[src/rtl/hiscore_save_if.sv]
// Host download/upload port of the hiscore save block.
// The host side drives the strobes and the address; the block returns upload data.
interface hiscore_save_if;
   logic        ioctl_download;
   logic        ioctl_upload;
   logic        ioctl_wr;
   logic [24:0] ioctl_addr;
   logic [7:0]  ioctl_dout;
   logic [7:0]  ioctl_index;
   logic [7:0]  ioctl_din;

   modport master (
      output ioctl_download, ioctl_upload, ioctl_wr, ioctl_addr, ioctl_dout, ioctl_index,
      input  ioctl_din
   );

   modport slave (
      input  ioctl_download, ioctl_upload, ioctl_wr, ioctl_addr, ioctl_dout, ioctl_index,
      output ioctl_din
   );
endinterface

[src/rtl/hiscore_save.sv]
// Snapshots configured game-RAM regions into a small buffer and serves the
// snapshot back to the host during an upload.
module hiscore_save #(
   parameter int CFG_INDEX   = 3,
   parameter int MAX_ENTRIES = 16,
   parameter int BUF_AW      = 5,
   parameter int RAM_AW      = 10
) (
   input  logic              clk,
   input  logic              reset_n,
   hiscore_save_if.slave     ioctl,
   input  logic              capture_req,
   output logic              capture_busy,
   output logic              capture_done,
   output logic              truncated,
   output logic [RAM_AW-1:0] ram_address,
   output logic              ram_read,
   input  logic [7:0]        ram_data
);

   localparam int IDX_W = (MAX_ENTRIES > 1) ? $clog2(MAX_ENTRIES) : 1;
   localparam int CNT_W = IDX_W + 1;
   localparam logic [BUF_AW:0] BUF_FULL = (BUF_AW+1)'(2**BUF_AW);

   typedef enum logic [2:0] {IDLE, SETUP, READ, STORE, NEXT, DONE} state_t;

   state_t            state, state_nx;
   logic              set_trunc;
   logic [IDX_W-1:0]  entry_idx;
   logic [CNT_W-1:0]  entry_cnt;
   logic [BUF_AW:0]   wr_ptr;
   logic [7:0]        offset;
   logic [23:0]       cur_base;
   logic [7:0]        cur_len;
   logic [23:0]       rd_addr_full;
   logic              unused_addr_bits;

   logic [7:0] tbl_b1  [MAX_ENTRIES];
   logic [7:0] tbl_b2  [MAX_ENTRIES];
   logic [7:0] tbl_b3  [MAX_ENTRIES];
   logic [7:0] tbl_len [MAX_ENTRIES];
   logic [7:0] cap_buf [2**BUF_AW];

   logic             cfg_wr, cfg_in_range, cnt_hit, cfg_seen;
   logic [3:0]       cfg_n;
   logic [2:0]       cfg_k;
   logic [IDX_W-1:0] cfg_idx;
   logic [CNT_W-1:0] cnt_cand;
   logic             abort, more_bytes;

   assign cfg_wr       = ioctl.ioctl_download & ioctl.ioctl_wr &
                         (ioctl.ioctl_index == 8'(CFG_INDEX));
   assign cfg_n        = ioctl.ioctl_addr[6:3];
   assign cfg_k        = ioctl.ioctl_addr[2:0];
   assign cfg_in_range = int'(cfg_n) < MAX_ENTRIES;
   assign cfg_idx      = IDX_W'(cfg_n);
   assign cnt_hit      = cfg_in_range && (cfg_k == 3'd4);
   assign cnt_cand     = CNT_W'(cfg_n) + 1'b1;
   assign abort        = ioctl.ioctl_download | ioctl.ioctl_upload;
   assign more_bytes   = (9'(offset) + 9'd1) < 9'(cur_len);

   // NOTE: the config table and capture buffer are plain storage with no reset;
   // every read of them is qualified by state that is reset.
   always_ff @(posedge clk) begin
      if (cfg_wr && cfg_in_range) begin
         case (cfg_k)
            3'd1:    tbl_b1[cfg_idx]  <= ioctl.ioctl_dout;
            3'd2:    tbl_b2[cfg_idx]  <= ioctl.ioctl_dout;
            3'd3:    tbl_b3[cfg_idx]  <= ioctl.ioctl_dout;
            3'd4:    tbl_len[cfg_idx] <= ioctl.ioctl_dout;
            default: ;
         endcase
      end
      if (state == STORE) cap_buf[wr_ptr[BUF_AW-1:0]] <= ram_data;
   end

   // The first config write of a download restarts the entry count.
   // NOTE: sequential state uses non-blocking assignments so every register
   // samples pre-edge values regardless of statement order.
   always_ff @(posedge clk or negedge reset_n) begin
      if (!reset_n) begin
         entry_cnt <= '0;
         cfg_seen  <= 1'b0;
      end else begin
         if (!ioctl.ioctl_download) cfg_seen <= 1'b0;
         else if (cfg_wr)           cfg_seen <= 1'b1;
         if (cfg_wr) begin
            if (!cfg_seen)                             entry_cnt <= cnt_hit ? cnt_cand : '0;
            else if (cnt_hit && cnt_cand > entry_cnt)  entry_cnt <= cnt_cand;
         end
      end
   end

   always_ff @(posedge clk or negedge reset_n) begin
      if (!reset_n) state <= IDLE;
      else          state <= state_nx;
   end

   // NOTE: every always_comb output gets a default first so no latch is inferred.
   always_comb begin
      state_nx  = state;
      set_trunc = 1'b0;
      case (state)
         IDLE:  if (capture_req && entry_cnt != '0 && !abort) state_nx = SETUP;
         SETUP: begin
            if (tbl_len[entry_idx] == 8'd0) state_nx = NEXT;
            else if (wr_ptr == BUF_FULL) begin
               state_nx  = DONE;
               set_trunc = 1'b1;
            end else state_nx = READ;
         end
         READ:  state_nx = STORE;
         STORE: begin
            if (!more_bytes) state_nx = NEXT;
            else if (wr_ptr + 1'b1 == BUF_FULL) begin
               state_nx  = DONE;
               set_trunc = 1'b1;
            end else state_nx = READ;
         end
         NEXT:  state_nx = (CNT_W'(entry_idx) + 1'b1 == entry_cnt) ? DONE : SETUP;
         DONE:  state_nx = IDLE;
         default: state_nx = IDLE;
      endcase
      if (abort && state inside {SETUP, READ, STORE, NEXT}) state_nx = IDLE;
   end

   assign rd_addr_full     = cur_base + 24'(offset);
   assign unused_addr_bits = ^rd_addr_full[23:RAM_AW];

   always_comb begin
      capture_busy = (state != IDLE);
      ram_read     = (state == READ);
      ram_address  = '0;
      if (state == READ) ram_address = rd_addr_full[RAM_AW-1:0];
   end

   // wr_ptr doubles as the stored byte count once the capture completes.
   always_ff @(posedge clk or negedge reset_n) begin
      if (!reset_n) begin
         entry_idx    <= '0;
         wr_ptr       <= '0;
         offset       <= '0;
         cur_base     <= '0;
         cur_len      <= '0;
         capture_done <= 1'b0;
         truncated    <= 1'b0;
      end else begin
         if (state == IDLE && state_nx == SETUP) begin
            capture_done <= 1'b0;
            truncated    <= 1'b0;
            entry_idx    <= '0;
            wr_ptr       <= '0;
         end
         if (state == SETUP) begin
            cur_base <= {tbl_b1[entry_idx], tbl_b2[entry_idx], tbl_b3[entry_idx]};
            cur_len  <= tbl_len[entry_idx];
            offset   <= '0;
         end
         if (state == STORE) begin
            wr_ptr <= wr_ptr + 1'b1;
            offset <= offset + 8'd1;
         end
         if (state == NEXT && state_nx == SETUP) entry_idx <= entry_idx + 1'b1;
         if (state != DONE && state_nx == DONE) begin
            capture_done <= 1'b1;
            if (set_trunc) truncated <= 1'b1;
         end
         if (cfg_wr) capture_done <= 1'b0;
      end
   end

   always_ff @(posedge clk or negedge reset_n) begin
      if (!reset_n) ioctl.ioctl_din <= 8'h00;
      else if (capture_done && ioctl.ioctl_addr < 25'(wr_ptr))
         ioctl.ioctl_din <= cap_buf[ioctl.ioctl_addr[BUF_AW-1:0]];
      else
         ioctl.ioctl_din <= 8'h00;
   end

endmodule

[src/flat_wrapper.sv]
// flat-port wrapper written by rule: the top's interface ports become plain ports
module hiscore_save_flat 
#(
   parameter int CFG_INDEX   = 3,
   parameter int MAX_ENTRIES = 16,
   parameter int BUF_AW      = 5,
   parameter int RAM_AW      = 10
)
  (clk, reset_n, capture_req, capture_busy, capture_done, truncated, ram_address, ram_read, ram_data, ioctl_ioctl_download, ioctl_ioctl_upload, ioctl_ioctl_wr, ioctl_ioctl_addr, ioctl_ioctl_dout, ioctl_ioctl_index, ioctl_ioctl_din);
  hiscore_save_if ioctl_i ();
  input  logic clk;
  input  logic reset_n;
  input  logic capture_req;
  output logic capture_busy;
  output logic capture_done;
  output logic truncated;
  output logic [RAM_AW-1:0] ram_address;
  output logic ram_read;
  input  logic [7:0] ram_data;
  input wire logic [$bits(ioctl_i.ioctl_download)-1:0] ioctl_ioctl_download;
  input wire logic [$bits(ioctl_i.ioctl_upload)-1:0] ioctl_ioctl_upload;
  input wire logic [$bits(ioctl_i.ioctl_wr)-1:0] ioctl_ioctl_wr;
  input wire logic [$bits(ioctl_i.ioctl_addr)-1:0] ioctl_ioctl_addr;
  input wire logic [$bits(ioctl_i.ioctl_dout)-1:0] ioctl_ioctl_dout;
  input wire logic [$bits(ioctl_i.ioctl_index)-1:0] ioctl_ioctl_index;
  output wire logic [$bits(ioctl_i.ioctl_din)-1:0] ioctl_ioctl_din;
  assign ioctl_i.ioctl_download = ioctl_ioctl_download;
  assign ioctl_i.ioctl_upload = ioctl_ioctl_upload;
  assign ioctl_i.ioctl_wr = ioctl_ioctl_wr;
  assign ioctl_i.ioctl_addr = ioctl_ioctl_addr;
  assign ioctl_i.ioctl_dout = ioctl_ioctl_dout;
  assign ioctl_i.ioctl_index = ioctl_ioctl_index;
  assign ioctl_ioctl_din = ioctl_i.ioctl_din;
  hiscore_save #(.CFG_INDEX(CFG_INDEX), .MAX_ENTRIES(MAX_ENTRIES), .BUF_AW(BUF_AW), .RAM_AW(RAM_AW)) u_core (.clk(clk), .reset_n(reset_n), .ioctl(ioctl_i), .capture_req(capture_req), .capture_busy(capture_busy), .capture_done(capture_done), .truncated(truncated), .ram_address(ram_address), .ram_read(ram_read), .ram_data(ram_data));
endmodule
[config.mk]
export PLATFORM = sky130hd
export DESIGN_NAME = hiscore_save_flat
export DESIGN_NICKNAME = d
export VERILOG_FILES = /design/src/rtl/hiscore_save_if.sv /design/src/rtl/hiscore_save.sv /design/src/flat_wrapper.sv
export SDC_FILE = /design/constraint.sdc
export NUM_CORES = 1
export LEC_CHECK = 0
export CORE_UTILIZATION = 40
export CTS_CLUSTER_SIZE = 30
export DETAILED_ROUTE_END_ITERATION = 12
export PLACE_DENSITY = 0.6
export SYNTH_ARGS = -nofsm -noshare
export SYNTH_HDL_FRONTEND = slang
export SYNTH_SLANG_ARGS = --single-unit
[constraint.sdc]
create_clock -name clk -period 3.5 [get_ports clk]
set_input_delay 0.875 -clock clk [delete_from_list [all_inputs] [get_ports clk]]
set_output_delay 0.875 -clock clk [all_outputs]
set_load 0.01 [all_outputs]
Word-level counts from Yosys, hierarchy flattened
Memory sizes are Yosys's and may differ from the RTL's. A register that Yosys moved wholly into a read port is not among the register bits.
Index checks and enable logic that the tools add are counted.
{"block": "op_classes", "n_addsub": 7, "order_cmp": 3, "eq_ne": 16, "n_mux": 43, "bitwise_logic": 3, "reduce_logical": 21}
{"operator": "< comparator 25 x 6 -> 1 bit", "n": 1}
{"operator": "two-way mux 8 bit", "n": 3}
{"operator": "two-way mux 1 bit", "n": 23}
{"operator": "two-way mux 3 bit", "n": 7}
{"operator": "two-way mux 5 bit", "n": 3}
{"operator": "case mux 3 bit (5 select lines)", "n": 1}
{"operator": "equality test 3 x 2 -> 1 bit (second input constant)", "n": 4}
{"operator": "equality test 6 bit (second input constant)", "n": 2}
{"operator": "two-way mux 6 bit", "n": 2}
{"operator": "adder 10 x 8 -> 10 bit", "n": 1}
{"operator": "adder 4 x 1 -> 5 bit (second input constant)", "n": 2}
{"operator": "two-way mux 10 bit", "n": 1}
{"operator": "adder 8 x 1 -> 9 bit (second input constant)", "n": 1}
{"operator": "equality test 3 bit (second input constant)", "n": 3}
{"operator": "< comparator 9 x 8 -> 1 bit", "n": 1}
{"operator": "adder 8 x 1 -> 8 bit (second input constant)", "n": 1}
{"operator": "equality test 8 x 2 -> 1 bit (second input constant)", "n": 1}
{"operator": "logical AND 1 bit", "n": 8}
{"operator": "logical NOT 8 bit", "n": 1}
{"operator": "two-way mux 4 bit", "n": 2}
{"operator": "adder 6 x 1 -> 6 bit (second input constant)", "n": 1}
{"operator": "equality test 3 x 1 -> 1 bit (second input constant)", "n": 2}
{"operator": "nonzero test 2 bit", "n": 3}
{"operator": "nonzero test 3 bit", "n": 2}
{"operator": "14 further kinds", "n": 17}
{"block": "word_totals", "reg_bits": 45, "ramBits": 640, "inputBits": 55, "out_inout_bits": 22, "wordCells": 107, "mem_count": 4}
{"memory": "u_core.cap_buf", "words": 32, "width": 8, "read_ports": 1, "rd_ports_with_merged_regs": 0, "wr": 1, "line_no": "hiscore_save.sv:42", "text": "logic [7:0] cap_buf [2**BUF_AW];"}
{"memory": "u_core.tbl_b2", "words": 16, "width": 8, "read_ports": 1, "rd_ports_with_merged_regs": 1, "wr": 1, "line_no": "hiscore_save.sv:39", "text": "logic [7:0] tbl_b2 [MAX_ENTRIES];"}
{"memory": "u_core.tbl_b3", "words": 16, "width": 8, "read_ports": 1, "rd_ports_with_merged_regs": 1, "wr": 1, "line_no": "hiscore_save.sv:40", "text": "logic [7:0] tbl_b3 [MAX_ENTRIES];"}
{"memory": "u_core.tbl_len", "words": 16, "width": 8, "read_ports": 1, "rd_ports_with_merged_regs": 0, "wr": 1, "line_no": "hiscore_save.sv:41", "text": "logic [7:0] tbl_len [MAX_ENTRIES];"}

Logic depth before layout (Yosys ltp)
Gate-level depths: netlist (run 1).
{"block": "logic_depth", "word_depth": 11, "mapped_depth": 13, "mapped_depth_nobuf": 13}

Worst setup path after synthesis (run 1)
OpenSTA, ideal clock, no wires.
{"block": "synth_path", "path_kind": "input to register", "startpoint": "in ioctl_ioctl_addr[4]", "endpoint": "reg u_core.entry_cnt[0]", "t_arrival_ns": 3.581, "t_required_ns": 3.373, "slack_ns": -0.208, "path_stages": 13, "path_buffers": 2, "cell_sequence": "clkbuf_1 clkbuf_1 inv_1 ha_1 ha_1 nor2b_1 o21ai_0 nand2b_1 a21oi_1 nor2b_1 o221ai_1 a21boi_1 mux2_1"}
{"block": "synth_via", "elab_chain_cells": 5}
{"item": "from (decl)", "line_no": "flat_wrapper.sv:23", "text": "input wire logic [$bits(ioctl_i.ioctl_addr)-1:0] ioctl_ioctl_addr;"}
{"item": "adder 4 x 1 -> 5 bit", "line_no": "hiscore_save.sv:58", "text": "assign cnt_cand = CNT_W'(cfg_n) + 1'b1;"}
{"item": "greater-than comparator 5 bit", "line_no": "hiscore_save.sv:89", "text": "else if (cnt_hit && cnt_cand > entry_cnt) entry_cnt <= cnt_cand;"}
{"item": "logical AND 1 bit", "line_no": "hiscore_save.sv:89"}
{"item": "!= test 2 bit (no source line)"}
{"item": "AND reduction 2 bit (no source line)"}
{"item": "to (signal assigned)", "line_no": "hiscore_save.sv:88", "text": "if (!cfg_seen) entry_cnt <= cnt_hit ? cnt_cand : '0;"}
{"item": "to (signal assigned)", "line_no": "hiscore_save.sv:89"}
{"item": "to (decl)", "line_no": "hiscore_save.sv:30", "text": "logic [CNT_W-1:0] entry_cnt;"}
No other way between the ends.
A chain may end at the register's enable or synchronous reset.

Worst setup path after layout (run 1)
{"block": "layout_path", "startpoint": "reg u_core.offset[0]", "endpoint": "out ram_address[8]"}
{"block": "layout_via", "elab_chain_cells": 2}
{"item": "from (decl)", "line_no": "hiscore_save.sv:32", "text": "logic [7:0] offset;"}
{"item": "from (signal assigned)", "line_no": "hiscore_save.sv:161", "text": "offset <= offset + 8'd1;"}
{"item": "adder 10 x 8 -> 10 bit", "line_no": "hiscore_save.sv:127", "text": "assign rd_addr_full = cur_base + 24'(offset);"}
{"item": "two-way mux 10 bit", "line_no": "hiscore_save.sv:134", "text": "if (state == READ) ram_address = rd_addr_full[RAM_AW-1:0];"}
{"item": "to (decl)", "line_no": "flat_wrapper.sv:17", "text": "output logic [RAM_AW-1:0] ram_address;"}
No other way between the ends.

==> results.py, run 1 <==
metrics = {
    "run_status": {
        "status": "complete, but fails checks",
        "violations": "setup timing",
    },
    "timing": {
        "fin_crit_sh": 1.02,
        "drv_slew": 0,
        "unrepaired_setup_endpoints_after_global_routing": "yes",
        "final-hold-violation-count": 0,
        "finalClockSkew_ps": 26.8,
        "final_critical_path_setup_slack_ps": -59.0,
        "max_slew.worst_pin.slew_ps": 988,
        "report.final.setup_viol": 1,
        "relSlewSlack": 0.341,
        "finalWorstPathRequiredPeriod_ps": 3560,
        "timing.fmax_mhz": 281,
    },
    "yosys": {
        "ys_seq_elements": 599,
        "syn-mean-instance-area_um2": 18.8,
        "synthesis.instances": 1305,
        "synth_ff_type": "edfxtp_1",
        "syn-num-nets": 1397,
        "synth.distinct_cells": 61,
        "synth_area_um2": 24600,
        "synth_async_sr_flop_share": 0.0918,
        "number_of_enable_type_register_cells_in_the_synthesized_netlist": 544,
        "seq_area_frac_synth": 0.720,
        "synth_top_area_cell": "edfxtp_1",
        "yosys.area.top_type_share": 0.664,
        "warnings_from_yosys": 0,
        "ys_top_cells_by_area": "edfxtp_1 66%, mux4_2 13%, dfrtp_1 5.6%",
    },
    "detailed_routing": {
        "ant_nets": 0,
        "post_drt_wl_per_cell_um": 23.6,
        "detail_route.drc_violations": 0,
        "drt-initial-drc-count": 1157,
        "detailroute.via_count": 12700,
        "detail_route.first_pass.iterations": 6,
        "number_of_vias_per_cell_after_detailed_routing": 5.43,
        "drt_wl_total_um": 55400,
    },
    "clock_tree": {
        "cts.reportedPaths.clkPinSlew_ps": 60,
        "clkSinkCount": 599,
        "clock_insertion_delay_worst_skew_ps": 630,
        "cts.htree.levels": 2,
        "cts-root-buf": "clkbuf_16",
        "tritoncts": "done",
        "post_cts_hold_buffer_count": 0,
        "ctsLongestPathBuffers": 3,
        "cts_buffers": 59,
    },
    "layout": {
        "final_cells": 2348,
        "num-nets-final": 1609,
        "layout-drive-gt1-share": 0.268,
        "multi_input_logic_area_um2": 6530,
        "layout-area-overhead-vs-synth_pct": 18.5,
        "postLayoutCoreUtil": 0.481,
        "seq_area_um2": 17700,
        "fill_cells": 4990,
        "n_antenna_cell": 0,
    },
    "global_route": {
        "total_grt_overflow": 0,
        "via_count_of_the_first_global_routing_pass": 12900,
        "pin_count_of_the_biggest_net_entering_global_routing": 68,
        "antenna_found_initial": 1,
        "track_usage": 0.179,
        "wire_length_of_the_first_global_routing_pass_um": 83100,
    },
    "floorplanning": {
        "initial_standard_cell_utilization_of_the_core": 0.406,
        "dieHeight_um": 250,
        "placementRows": 90,
        "die_x_um": 250,
        "core_area_um2": 60600,
        "ioPinCount": 77,
        "floorplan.die_area_um2": 62500,
    },
    "pwr": {
        "powerDensity_nw_per_um2": 560,
        "peakVddDrop_v": 0.000348,
        "power_uw": 16300,
        "p_leak_uw": 0.00979,
    },
    "setup_path": {
        "critPathArrivalTime_ps": 2680,
        "startpoint_type": "register",
        "worst-setup-path-type": "reg -> out",
        "crit_required_ps": 2620,
        "endpoint_of_the_lowest_slack_register_to_register_path": "u_core.entry_idx[0]",
        "reg2regPathDepth": 13,
        "crit_fanout": 2,
        "reg2reg_setup_slack_ps": 230,
        "worst_setup_end_kind": "output pin",
        "regToRegStartpoint": "u_core.offset[2]",
    },
    "placement": {
        "portBuffers": 76,
        "place.detailed.instances": 2233,
        "place_congestion": 0.841,
        "hpwlAfterDp_um": 36500,
    },
    "job": {
        "max_cap_viol_count": 0,
    },
    "min_path": {
        "holdCritPathClass": "in -> async",
    },
}
flip-flops by register name (all words and copies together), names as in the netlist:
name and flops:
u_core.cur_base 10, u_core.ioctl.ioctl_din 8, u_core.entry_idx 4, u_core.tbl_b3 128, u_core.tbl_len 128, u_core.truncated 1, u_core.offset 8, u_core.state 3
u_core.wr_ptr 6, u_core.capture_done 1, u_core.cfg_seen 1, u_core.entry_cnt 5, u_core.tbl_b2 32, u_core.cap_buf 256, u_core.cur_len 8
final cells by class:
cell class	instances	share of cell area
flip-flops and latches	599	0.608
multi-input cells	617	0.224
repair buffers	212	0.0614
clock buffers	67	0.0542
well taps	782	0.0336
clock inverters	43	0.0156
inverters	28	0.00360
logic make-up after synthesis:
group	share of synthesized area
AO/OA/AOI/OAI	0.0295
AND/OR/NAND/NOR	0.0474
XOR/XNOR	0.00819
buffers and inverters	0.0170
adder cells (fa/ha/maj)	0.0195
multiplexers	0.158
flip-flops	0.720
repair_timing:
item	CTS	global route
resized for setup	27	6
pin swaps	10	2
setup buffers	5	1
endpoints found under the setup margin	8	7
metrics by stage:
stage	TNS, ps	setup WS [ps]	cell area [µm²]	hold WS, ps
after global routing	-372	-242	29200	425
after detailed placement	-11.0	-10.4	27000	474
after global placement	-10.7	-10.7	27000	470
after floorplan	0	80.0	24600	444
after CTS	-109	-109	29100	379
final	-59.0	-59.0	29200	380
worst max-delay path, stage by stage, from the launching register on:
cell and delay, ps:
dfrtp_1 390, ha_2 210, fa_2 350, a21o_1 170, a21oi_2 140, o21bai_1 90, a21oi_2 140, o21bai_1 90
a21oi_2 150, xor2_1 150, nor2_1 60, buf_2 130
where the power goes:
part	switching, µW	leakage [µW]	internal, µW
sequential	163	0.00559	7970
clock	2710	0.000988	3840
combinational	894	0.00321	757
layer usage:
layer / track usage / routed length, µm / up-vias
li1: - / - / 5681
met1: 0.257 / 25000 / 6658
met2: 0.281 / 26200 / 334
met3: 0.0334 / 3100 / 69
met4: 0.0508 / 1170 / 0
met5: 0 / 0 / -
worst max-delay path by stage:
stage / depth (start not counted) / start / to
6_report: 11 / u_core.offset[0] / ram_address[8]
5_1_grt: 11 / u_core.offset[0] / ram_address[8]
4_1_cts: 11 / u_core.offset[0] / ram_address[8]
3_5_place_dp: 11 / ioctl_ioctl_addr[4] / u_core.entry_cnt[0]
3_3_place_gp: 12 / ioctl_ioctl_addr[4] / u_core.entry_cnt[0]
2_1_floorplan: 13 / ioctl_ioctl_addr[4] / u_core.entry_cnt[0]
cell usage in the layout, fill, tap and decap left out, types with 4 or more instances in the layout:
cell type,count
clkinv_1,14
nand2_1,71
nor4_1,7
clkinv_2,12
clkbuf_1,4
dfrtp_1,52
buf_12,4
mux2i_1,13
nor3_1,5
clkdlybuf4s50_1,66
a21oi_1,16
ha_1,35
buf_2,7
a221oi_1,6
a21oi_2,6
nor2_1,105
a21o_1,6
nand4_1,6
inv_1,28
xnor2_1,11
edfxtp_1,544
o21ai_0,34
mux4_2,143
clkbuf_16,62
nand3_1,29
mux4_1,13
xor2_1,11
a22o_1,11
buf_4,133
clkinvlp_4,5
bufinv_16,8
a31oi_1,4
o21bai_1,4
mux2_2,17
nor2b_1,7
cell usage after synthesis, drive strengths merged (4+ instances only):
library cell / n
a21o: 6
a21oi: 22
a221oi: 6
a22o: 11
a31oi: 4
and2: 4
buf: 30
clkbuf: 31
dfrtp: 55
edfxtp: 544
ha: 36
inv: 28
mux2: 18
mux2i: 13
mux4: 156
nand2: 71
nand3: 29
nand4: 6
nor2: 106
nor2b: 7
nor3: 5
nor4: 7
o21ai: 37
o21bai: 5
xnor2: 12
xor2: 11
No activity file was read; power rests on OpenSTA's default activity.
==> inputs of run 2 (changes only) <==
--- a/config.mk
+++ b/config.mk
@@ -6,8 +6,10 @@
 export NUM_CORES = 1
 export LEC_CHECK = 0
 export CORE_UTILIZATION = 40
+export CTS_CLUSTER_DIAMETER = 30
 export CTS_CLUSTER_SIZE = 30
 export DETAILED_ROUTE_END_ITERATION = 12
+export HOLD_SLACK_MARGIN = 0.15
 export PLACE_DENSITY = 0.6
 export SYNTH_ARGS = -nofsm -noshare
 export SYNTH_HDL_FRONTEND = slang
==> run 2 against run 1 <==
  * The flow still finishes with violations (setup timing)
  * Cell count up 3.8%
  * Combinational power about the same
  * Count of clock-buffer cells in the layout is 53 higher
  * Sequential power barely moved
  * Die area unchanged
  * Non-clock buffer count unchanged
  * Core utilization grew 2.7 points
  * Largest power group is now clock
==> results.py, run 2 (synthesis results as in run 1) <==
metrics = {
    "detailed_routing": {
        "drt-initial-drc-count": 1027,
        "detail_route.drc_violations": 0,
        "drt_wl_total_um": 56400,
        "number_of_vias_per_cell_after_detailed_routing": 5.39,
        "detail_route.first_pass.iterations": 5,
        "detailroute.via_count": 13100,
        "post_drt_wl_per_cell_um": 23.1,
        "ant_nets": 0,
    },
    "floorplanning": {
        "initial_standard_cell_utilization_of_the_core": 0.406,
        "core_area_um2": 60600,
        "floorplan.die_area_um2": 62500,
        "die_x_um": 250,
        "placementRows": 90,
        "ioPinCount": 77,
        "dieHeight_um": 250,
    },
    "job": {
        "max_cap_viol_count": 0,
    },
    "setup_path": {
        "worst-setup-path-type": "reg -> out",
        "critPathArrivalTime_ps": 2700,
        "startpoint_type": "register",
        "regToRegStartpoint": "u_core.entry_idx[0]",
        "crit_path_start": "u_core.offset[0]",
        "crit_required_ps": 2620,
        "worst_setup_path_endpoint": "ram_address[8]",
        "endpoint_of_the_lowest_slack_register_to_register_path": "u_core.capture_done",
        "crit_fanout": 2,
        "worst_setup_end_kind": "output pin",
        "reg2regPathDepth": 9,
        "reg2reg_setup_slack_ps": 210,
    },
    "global_route": {
        "track_usage": 0.183,
        "total_grt_overflow": 0,
        "wire_length_of_the_first_global_routing_pass_um": 84400,
        "via_count_of_the_first_global_routing_pass": 13400,
        "pin_count_of_the_biggest_net_entering_global_routing": 68,
        "antenna_found_initial": 1,
    },
    "timing": {
        "max_slew.worst_pin.slew_ps": 968,
        "final-hold-violation-count": 0,
        "report.final.setup_viol": 1,
        "finalClockSkew_ps": 37.1,
        "finalWorstPathRequiredPeriod_ps": 3580,
        "drv_slew": 0,
        "timing.hold.ws_ps": 371,
        "fin_crit_sh": 1.02,
        "relSlewSlack": 0.355,
        "timing.fmax_mhz": 280,
        "final_critical_path_setup_slack_ps": -75.7,
        "unrepaired_setup_endpoints_after_global_routing": "yes",
    },
    "min_path": {
        "holdCritPathClass": "in -> async",
    },
    "placement": {
        "place.detailed.instances": 2233,
        "hpwlAfterDp_um": 36500,
        "portBuffers": 76,
        "detailed_place.area_um2": 27000,
        "place_congestion": 0.841,
    },
    "clock_tree": {
        "ctsLongestPathBuffers": 3,
        "tritoncts": "done",
        "clock_insertion_delay_worst_skew_ps": 640,
        "cts.reportedPaths.clkPinSlew_ps": 50,
        "post_cts_hold_buffer_count": 0,
        "cts-root-buf": "clkbuf_16",
        "clkSinkCount": 599,
        "cts.htree.levels": 3,
        "cts_buffers": 105,
    },
    "pwr": {
        "peakVddDrop_v": 0.000407,
        "powerDensity_nw_per_um2": 652,
        "p_leak_uw": 0.0106,
    },
    "layout": {
        "n_antenna_cell": 0,
        "final_cells": 2437,
        "layout-drive-gt1-share": 0.308,
        "final_common_cell": "edfxtp_1",
        "num-nets-final": 1655,
        "layout_common_cells": "544 x edfxtp_1, 143 x mux4_2, 133 x buf_4, 108 x clkbuf_16, 105 x nor2_1",
        "largest_register_ffs": 256,
        "fin_area_um2": 30800,
        "layout-area-overhead-vs-synth_pct": 25.2,
    },
    "run_status": {
        "status": "complete, but fails checks",
        "violations": "setup timing",
    },
}
==> run 2: stage by stage <==
step | worst slack (ps) | power (µW) | setup TNS, ps | util
finish | -75.7 | 20100 | -75.7 | 0.508
global route | -253 | 20800 | -390 | 0.508
CTS | -127 | 20300 | -127 | 0.508
detailed placement | -10.4 | 9910 | -11.0 | 0.446
global placement | -10.7 | 9870 | -10.7 | 0.446
floorplan | 80.0 | 9230 | 0 | -
==> run 2: worst min path at each step <==
stage                 startpoint                 end  slack [ps]  depth (start not counted)
5_1_grt                  reset_n  u_core.cur_base[6]         410                          2
2_1_floorplan  u_core.cur_len[0]   u_core.cur_len[0]         440                          2
3_3_place_gp   u_core.cur_len[2]   u_core.cur_len[2]         470                          2
6_report                 reset_n  u_core.cur_base[5]         370                          2
3_5_place_dp   u_core.cur_len[6]   u_core.cur_len[6]         470                          2
4_1_cts                  reset_n  u_core.cur_base[6]         360                          2
==> run 2: layout make-up <==
class | instances | area, µm²
tap | 782 | 978
fill | 4830 | 29800
clock buffer | 120 | 2770
timing repair buffer | 212 | 1790
clock inverter | 79 | 905
inverter | 28 | 105
multi-input combinational | 617 | 6530
sequential | 599 | 17700
==> run 2: repair_timing <==
action                                 4_1_cts  5_1_grt
endpoints found under the hold margin        0        0
pin swaps                                   10        2
setup endpoints to repair                    8        7
setup buffers                                5        1
gates resized for setup                     27        6
==> run 2: power breakdown <==
part | total (µW) | leakage (µW) | internal, µW | switching (µW)
clock network | 10300 | 0.00178 | 6660 | 3640
registers | 8150 | 0.00559 | 7980 | 163
logic | 1650 | 0.00321 | 756 | 895
==> run 2: routing by layer <==
layer	GRT usage	share of wire	vias up
met5	0	0	-
met4	0.0661	0.023	0
met3	0.0344	0.060	90
met2	0.286	0.47	386
met1	0.256	0.44	6828
li1	-	-	5824
==> run 2: critical path, cell delays in order (launching register included) <==
cell,delay [ps]
dfrtp_1,380
ha_2,210
fa_2,350
a21o_1,170
a21oi_2,140
o21bai_1,90
a21oi_2,140
o21bai_1,90
a21oi_2,150
xor2_1,150
nor2_1,60
buf_2,130
==> inputs of run 3 (changes only) <==
--- a/config.mk
+++ b/config.mk
@@ -5,12 +5,12 @@
 export SDC_FILE = /design/constraint.sdc
 export NUM_CORES = 1
 export LEC_CHECK = 0
-export CORE_UTILIZATION = 40
+export CORE_UTILIZATION = 60
 export CTS_CLUSTER_DIAMETER = 30
 export CTS_CLUSTER_SIZE = 30
 export DETAILED_ROUTE_END_ITERATION = 12
 export HOLD_SLACK_MARGIN = 0.15
-export PLACE_DENSITY = 0.6
+export PLACE_DENSITY = 0.82
 export SYNTH_ARGS = -nofsm -noshare
 export SYNTH_HDL_FRONTEND = slang
 export SYNTH_SLANG_ARGS = --single-unit
==> run 3 against run 2 <==
  * The flow still finishes with violations (setup timing)
  * Flip-flop and latch count stayed put
  * Clock skew down 17 ps
  * Non-clock buffer count rose by 5
  * First-iteration DRC count is 86% higher
  * Final area down 1.1%
  * Maximum frequency decreased by 4.7%
  * Total power is 0.84% higher
  * Critical path depth unchanged
  * Die area fell by 33%
  * Wire length is 17% higher
  * Critical endpoint unchanged
  * Largest power group unchanged
  * Highest routed layer is now met5
==> results.py, run 3 (synthesis results as in run 1) <==
metrics = {
    "setup_path": {
        "critPathArrivalTime_ps": 2880,
        "worst-setup-path-type": "reg -> out",
        "cp_num_buf_inv": 1,
        "crit_fanout": 2,
        "critical_path.max_stage_delay_ps": 380,
        "crit_slowest_cell": "dfrtp_1",
        "timing.critical_path.cells": "ha_2 > fa_2 > a21o_1 > a21oi_2 > o21bai_1 > a21oi_2 > o21bai_1 > a21oi_1 > xor2_1 > nor2_1 > buf_2",
        "startpoint_type": "register",
        "crit_family": "compound AO/OA/AOI/OAI gates",
        "worst_setup_end_kind": "output pin",
        "crit_required_ps": 2620,
    },
    "placement": {
        "hpwlAfterDp_um": 36200,
        "place_congestion": 0.863,
        "portBuffers": 76,
        "pre_cts_ws_ps": -56.3,
    },
    "detailed_routing": {
        "detailroute.via_count": 14300,
        "number_of_vias_per_cell_after_detailed_routing": 6.58,
        "post_drt_wl_per_cell_um": 30.3,
        "dr_wl_met2_um": 33900,
        "detail_route.first_pass.iterations": 7,
        "ant_nets": 0,
        "detail_route.drc_violations": 0,
        "drt_wl_total_um": 65800,
        "routedLengthMet1_um": 23000,
        "met3RoutedLength_um": 5260,
        "drt-initial-drc-count": 1906,
        "route.top_layer_used": "met5",
    },
    "pwr": {
        "peakVddDrop_v": 0.000497,
        "powerDensity_nw_per_um2": 665,
        "p_leak_uw": 0.0106,
    },
    "clock_tree": {
        "ctsLongestPathBuffers": 3,
        "post_cts_hold_buffer_count": 0,
        "cts-root-buf": "clkbuf_16",
        "cts.reportedPaths.clkPinSlew_ps": 50,
        "tritoncts": "done",
        "cts.htree.levels": 3,
        "cts_buffers": 100,
        "clock_insertion_delay_worst_skew_ps": 640,
        "clkSinkCount": 599,
    },
    "layout": {
        "layout_common_cells": "544 x edfxtp_1, 143 x mux4_2, 135 x buf_4, 104 x nor2_1, 101 x clkbuf_16",
        "layout-drive-gt1-share": 0.308,
        "num-nets-final": 1655,
        "layout-area-overhead-vs-synth_pct": 23.9,
        "final_common_cell": "edfxtp_1",
        "largest_register_ffs": 256,
        "fill_cells": 1948,
    },
    "global_route": {
        "total_grt_overflow": 0,
        "pin_count_of_the_biggest_net_entering_global_routing": 68,
        "track_usage": 0.323,
        "wire_length_of_the_first_global_routing_pass_um": 96200,
        "antenna_found_initial": 2,
        "via_count_of_the_first_global_routing_pass": 15100,
    },
    "floorplanning": {
        "initial_standard_cell_utilization_of_the_core": 0.613,
        "die_x_um": 204,
        "core_area_um2": 40100,
        "ioPinCount": 77,
        "placementRows": 73,
        "dieHeight_um": 204,
        "floorplan.die_area_um2": 41800,
    },
    "run_status": {
        "status": "complete, but fails checks",
        "violations": "setup timing",
    },
    "timing": {
        "unrepaired_setup_endpoints_after_global_routing": "yes",
        "fin_tns_setup_ps": -751,
        "finalClockSkew_ps": 20.0,
        "timing.hold.ws_ps": 223,
        "timing.fmax_mhz": 266,
        "report.final.setup_viol": 4,
        "drv_slew": 0,
        "relSlewSlack": 0.244,
        "final-hold-violation-count": 0,
        "finalWorstPathRequiredPeriod_ps": 3750,
        "fin_crit_sh": 1.07,
        "max_slew.worst_pin.slew_ps": 1130,
        "final_critical_path_setup_slack_ps": -254,
    },
    "job": {
        "max_cap_viol_count": 0,
    },
    "min_path": {
        "holdCritPathClass": "in -> async",
    },
}
-- run 3: where the power goes --
part           switching, µW  internal [µW]
clock                   3560           6700
sequential               191           7980
combinational           1030            798
total                   4780          15500
-- run 3: timing repair --
item                                   in CTS  in global routing
pin swaps                                  15                 10
endpoints found under the hold margin       0                  0
setup buffers                              11                  3
setup endpoints to repair                   8                 15
resized for setup                          34                 11
-- run 3: worst register-to-register path, stage by stage, from the launching register on --
cell      delay [ps]
dfrtp_2          400
buf_4            140
buf_4            130
nand2_1          100
nor2_4           170
and3_1           200
xor2_1           210
ha_1             280
nand2_1           90
o21ai_0          110
a311oi_2         260
and4bb_1         270
o21a_1           140
nor4b_2          200
buf_4            190
o21ai_1           90
a22o_1           250
-- run 3: path summary, 6_finish.rpt --
| kind | slack, ps | cells after the start | from | endpoint |
|---|---|---|---|---|
| max | -250 | 11 | u_core.offset[0] | ram_address[8] |
| min | 220 | 1 | reset_n | u_core.cur_len[6] |
| max reg2reg | 160 | 16 | u_core.offset[1] | u_core.entry_idx[2] |
| min reg2reg | 490 | 2 | u_core.cur_len[2] | u_core.cur_len[2] |
| max in group asynchronous | 2380 | 2 | reset_n | u_core.entry_idx[0] |
| min in group clk | 490 | 2 | u_core.cur_len[2] | u_core.cur_len[2] |
-- run 3: final cells by class --
cell class                      instances  area [µm²]  share of cell area
Sequential cell                       599       17700               0.582
Multi-Input combinational cell        617        6560               0.215
Clock buffer                          112        2630              0.0863
Timing Repair Buffer                  217        1870              0.0612
Clock inverter                         74         933              0.0306
Tap cell                              525         657              0.0216
Inverter                               28         105             0.00345
Antenna cell                            1        2.50           0.0000821
-- run 3: metrics by stage --
| step | area [µm²] | util | power, µW | std cells |
|---|---|---|---|---|
| 6_report | 30500 | 0.760 | 20300 | 2173 |
| 3_3_place_gp | 26700 | 0.667 | 9830 | 1975 |
| 3_5_place_dp | 26700 | 0.667 | 9900 | 1975 |
| 2_1_floorplan | 24600 | - | 9230 | 1305 |
| 4_1_cts | 30400 | 0.758 | 20200 | 2170 |
| 5_1_grt | 30500 | 0.760 | 20700 | 2173 |
-- run 3: routing by layer --
metal,global-route usage,vias up
met5,0,-
met4,0.174,2
met3,0.0639,228
met2,0.552,913
met1,0.388,7365
li1,-,5800
